### config.mk
export PLATFORM = sky130hd
export DESIGN_NAME = vdp_super_res_fetch
export DESIGN_NICKNAME = d
export VERILOG_FILES = /design/src/rtl/vdp_super_res_fetch.sv
export SDC_FILE = /design/constraint.sdc
export NUM_CORES = 1
export LEC_CHECK = 0
export CORE_MARGIN = 8
export CORE_UTILIZATION = 62
export CTS_CLUSTER_DIAMETER = 40
export DETAILED_ROUTE_END_ITERATION = 10
export GPL_TIMING_DRIVEN = 0
export PLACE_DENSITY = 0.82
export SYNTH_ARGS = -nofsm -noshare
export SYNTH_HDL_FRONTEND = slang
export SYNTH_SLANG_ARGS = --single-unit
### constraint.sdc
create_clock -name clk -period 12.8 [get_ports clk]
set_clock_uncertainty 0.05 [all_clocks]
set_input_delay 2.56 -clock clk [delete_from_list [all_inputs] [get_ports clk]]
set_output_delay 2.56 -clock clk [all_outputs]
set_load 0.05 [all_outputs]
### src/rtl/vdp_super_res_fetch.sv
// Super-resolution line fetcher: issues VRAM word reads for one line and buffers the
// returned words in a first-word-fall-through FIFO for the pixel consumer.
module vdp_super_res_fetch #(
  parameter int unsigned DEPTH  = 8,
  parameter int unsigned ADDR_W = 18
) (
  input  logic              clk,
  input  logic              reset_n,
  input  logic              enable,
  input  logic              line_start,
  input  logic [ADDR_W-1:0] line_addr,
  input  logic [8:0]        line_words,
  input  logic              pop,
  output logic [31:0]       word_out,
  output logic              word_valid,
  output logic              underrun,
  output logic              busy,
  output logic              mem_req,
  output logic [ADDR_W-1:0] mem_addr,
  input  logic              mem_ack,
  input  logic              mem_rd_valid,
  input  logic [31:0]       mem_rd_data
);

  localparam int unsigned PW = $clog2(DEPTH);
  localparam int unsigned CW = PW + 1;
  localparam logic [CW+1:0] DepthC = (CW + 2)'(DEPTH);

  typedef enum logic [1:0] {StIdle, StFetch, StDrain} state_e;

  state_e            state_q, state_d;
  logic [ADDR_W-1:0] addr_q, addr_d;
  logic [8:0]        remaining_q, remaining_d;
  logic [CW-1:0]     outstanding_q, outstanding_d;
  logic [CW-1:0]     discard_q, discard_d;
  logic [CW-1:0]     count_q, count_d;
  logic [PW-1:0]     wr_ptr_q, wr_ptr_d;
  logic [PW-1:0]     rd_ptr_q, rd_ptr_d;
  logic              underrun_q, underrun_d;
  logic              mem_req_q, mem_req_d;
  logic [31:0]       fifo_q [DEPTH];

  logic              restart;
  logic [8:0]        words_eff;
  logic              ack_fire;
  logic              drop;
  logic              push;
  logic              pop_fire;
  logic [CW+1:0]     inflight_sum;

  // Next-state logic: memory handshake, FIFO bookkeeping, line restart and FSM.
  always_comb begin
    restart   = ~enable | line_start;
    words_eff = enable ? line_words : 9'd0;
    ack_fire  = mem_req_q & mem_ack;
    drop      = mem_rd_valid & (discard_q != '0);
    push      = mem_rd_valid & (discard_q == '0) & (outstanding_q != '0);
    pop_fire  = pop & (count_q != '0);

    state_d       = state_q;
    addr_d        = addr_q;
    remaining_d   = remaining_q;
    outstanding_d = outstanding_q;
    discard_d     = discard_q;
    wr_ptr_d      = wr_ptr_q;
    rd_ptr_d      = rd_ptr_q;
    underrun_d    = underrun_q;
    count_d       = count_q + CW'(push) - CW'(pop_fire);

    if (ack_fire) begin
      addr_d        = addr_q + 1'b1;
      remaining_d   = remaining_q - 9'd1;
      outstanding_d = outstanding_d + 1'b1;
    end
    if (drop) begin
      discard_d = discard_d - 1'b1;
    end
    if (push) begin
      outstanding_d = outstanding_d - 1'b1;
      wr_ptr_d      = wr_ptr_q + 1'b1;
    end
    if (pop_fire) begin
      rd_ptr_d = rd_ptr_q + 1'b1;
    end
    if (pop && (count_q == '0)) begin
      underrun_d = 1'b1;
    end

    unique case (state_q)
      StFetch: if (remaining_d == 9'd0) state_d = StDrain;
      StDrain: if ((outstanding_d == '0) && (count_d == '0)) state_d = StIdle;
      default: state_d = StIdle;
    endcase

    // Reads already accepted by memory for the old line must still be swallowed.
    if (restart) begin
      addr_d        = line_addr;
      remaining_d   = words_eff;
      discard_d     = discard_d + outstanding_d;
      outstanding_d = '0;
      count_d       = '0;
      wr_ptr_d      = '0;
      rd_ptr_d      = '0;
      underrun_d    = 1'b0;
      state_d       = (words_eff == 9'd0) ? StIdle : StFetch;
    end

    // Discarded reads are counted as in flight so the counters stay bounded by DEPTH.
    inflight_sum = (CW + 2)'(count_d) + (CW + 2)'(outstanding_d) + (CW + 2)'(discard_d);
    mem_req_d    = ~restart && (state_d == StFetch) && (remaining_d != 9'd0) &&
                   (inflight_sum < DepthC);
  end

  // State and counter registers.
  always_ff @(posedge clk or negedge reset_n) begin
    if (!reset_n) begin
      state_q       <= StIdle;
      addr_q        <= '0;
      remaining_q   <= '0;
      outstanding_q <= '0;
      discard_q     <= '0;
      count_q       <= '0;
      wr_ptr_q      <= '0;
      rd_ptr_q      <= '0;
      underrun_q    <= 1'b0;
      mem_req_q     <= 1'b0;
    end else begin
      state_q       <= state_d;
      addr_q        <= addr_d;
      remaining_q   <= remaining_d;
      outstanding_q <= outstanding_d;
      discard_q     <= discard_d;
      count_q       <= count_d;
      wr_ptr_q      <= wr_ptr_d;
      rd_ptr_q      <= rd_ptr_d;
      underrun_q    <= underrun_d;
      mem_req_q     <= mem_req_d;
    end
  end

  // FIFO storage; contents are only visible through word_out while non-empty.
  always_ff @(posedge clk) begin
    if (push && !restart) begin
      fifo_q[wr_ptr_q] <= mem_rd_data;
    end
  end

  assign word_valid = (count_q != '0);
  assign word_out   = word_valid ? fifo_q[rd_ptr_q] : 32'd0;
  assign underrun   = underrun_q;
  assign busy       = (state_q != StIdle);
  assign mem_req    = mem_req_q;
  assign mem_addr   = addr_q;

endmodule

==> metrics.csv <==
metric;value;unit
via count;7726;
Synth Flop Type;edfxtp_1;
Async SR Flop Fraction;0.161;
Netlist cell types;62;
most frequent cells in the layout;edfxtp_1 (256), clkdlybuf4s50_1 (117), mux4_2 (64), nor2_1 (57);
GRT Residual Overflow;0;
Post-Synth Simple-Gate Area;0.0713;
commonest non-fill, non-tap cell in the layout;edfxtp_1;
Startpoint Class;input pin;
share of post-route cells with drive strength above 1;0.178;
CTS Buf Count;38;
fin crit share;0.506;
status;complete, no violations;
final std cells w/o fill;1262;
post-CTS sizing;0;
syn avg cell area;16.7;um^2
Die Y-Extent;161;um
Root Driver;clkbuf_16;
largest family of logic cells by synthesized area;multiplexers;
H-tree depth;2;
Yosys warnings;0;
Area contributors post-synth;edfxtp_1 (59%), mux4_2 (11%), dfrtp_1 (9.4%), mux2i_1 (2.5%), ha_1 (1.9%);
DRC;0;
Starting Density;0.625;
FF-to-FF path depth;20;
cell count after synthesis;777;
min Tclk post-route;6470;ps
initial antenna violation count;2;
Yosys reg bits;305;
Longest Clk Path Bufs;3;
Final nets;1050;
clock-pin slew on the worst setup and hold paths;50;ps
worst vdd ir;156;uV
complex-gate fraction of the synthesized area;0.0332;
fmax;154;MHz
Seq/Total Area, Yosys;0.685;
setup TNS;0;ps
Synth Area in XOR/XNOR;0.0262;
post-route ant nets;0;
# placed instances;1194;
DIE AREA;25900;um^2
die width;161;um
Synth top area share;0.591;
FP Rows;53;
synthesized area;13000;um^2
largest net degree at the start of global routing;27;
leakage power;5.46;nW
post-layout power;0.00287;W
clk_lat worst skew;500;ps
power per cell area;178;nW/um^2
I/O Pins;120;
number of DRC markers in iteration 0;611;
relative slew slack;0.319;
first-pass GRT wire length;46.1;mm
hold path cells;2;
Area Growth Syn to Fin;23.7;%
CORE AREA;20800;um^2
number of enable flip-flop cells after synthesis;256;
hold_buf cts;0;
Slew @ Worst Pin;1020;ps
Setup CP Type;input pin to register;
drt first pass iters;5;
setup violators final;0;
Synth Net Count;868;
RSZ-0062 raised after global routing;no;
IO buf count;118;
wire per inst;23.9;um
vias in the first global route;8176;
DR vias/cell;6.12;
adder-cell share of the synthesized area;0.0269;
routability cong.;0.849;
crit path max fanout;7;
post-synth top area cell;edfxtp_1;
max-slew violations;0;
hold crit path type;register to register;
CP required;13160;ps
final wirelength;30.2;mm
Critical Path End Type;register;
setup bufs post-CTS;0;
mux cell area share after synthesis;0.137;
CTS tree;built;
Final HPWL DP;19.2;mm
MaxCap Viol Count;0;
clock sinks;305;
Hold Violations, Final;0;
gr usage total;0.232;
Data arrival, critical path;6840;ps
## cells by family after synthesis
kind of cell             Yosys count
flip-flops                       305
AND/OR/NAND/NOR                  188
multiplexers                      98
buffers and inverters             62
AO/OA/AOI/OAI                     61
XOR/XNOR                          38
adder cells (fa/ha/maj)           25
## layout make-up
type / count / area [um^2]
Antenna cell: 2 / 5.00
Clock inverter: 19 / 199
Multi-Input combinational cell: 410 / 3880
Sequential cell: 305 / 8910
Fill cell: 1186 / 4730
Timing Repair Buffer: 142 / 1460
Tap cell: 275 / 344
Buffer: 38 / 174
Inverter: 24 / 90.1
Clock buffer: 47 / 1030
## critical path, stage by stage
cell and delay [ps]:
clkdlybuf4s50_1 500, nand2_1 150, nor3_2 520, nor3_1 140, a211oi_2 350, inv_1 160, ha_1 320, a21o_1 170
a21oi_1 180, nor2_1 60, mux2i_1 190, xor2_1 270, fa_1 470, ha_1 300, nor3_1 130, o2111ai_1 150
a211oi_2 230
## state kept, by name, summed over array words and instances, names as in the netlist
signal / cells
discard_q: 4
outstanding_q: 4
state_q: 2
rd_ptr_q: 3
mem_req: 1
mem_addr: 18
remaining_q: 9
fifo_q: 256
wr_ptr_q: 3
count_q: 4
underrun: 1
## cell usage after synthesis, types with 3 or more instances
cell	count
ha_1	20
buf_1	5
nand2b_1	5
nor4_1	4
xnor2_1	16
a21oi_1	9
dfrtp_1	49
o311a_1	3
a211oi_1	3
and2_1	7
edfxtp_1	256
nand3_1	16
inv_1	24
buf_2	6
and3_1	4
mux4_2	64
fa_1	5
nor3_1	13
mux2i_1	33
nand4_1	7
clkbuf_1	22
a221o_1	3
nor2_1	60
nor3b_1	3
xor2_1	21
nand2_1	49
o21ai_0	24
## routing by layer
layer,track usage,vias to the layer above,share of wire
met5,0,-,0
li1,-,3373,-
met4,0.0964,0,0.033
met2,0.391,337,0.51
met1,0.292,3937,0.39
met3,0.0453,79,0.068
## worst paths after layout
check	startpoint	end	slack, ps
worst max-delay path	mem_rd_valid	mem_req	6330
worst min-delay path	state_q[1]	state_q[1]	540
worst max register to register	outstanding_q[0]	mem_req	8080
worst min register to register	state_q[1]	state_q[1]	540
max in group asynchronous	reset_n	mem_addr[5]	10090
min in group asynchronous	reset_n	remaining_q[2]	2030
## per-stage QoR
stage	hold WS [ps]	utilization	worst slack, ps	cell area [um^2]
floorplan	500	-	5600	13000
global placement	483	0.698	1860	14500
detailed placement	533	0.714	5950	14900
CTS	541	0.773	6420	16100
global route	584	0.773	6140	16100
finish	544	0.773	6330	16100
## report_power, final
group          internal (W)  switching (W)  total (W)
Clock              0.000634       0.000393    0.00103
Combinational      0.000257       0.000472   0.000729
Sequential          0.00109      0.0000176    0.00111
Total               0.00199       0.000882    0.00287
Power figures use the tool's default switching activity.
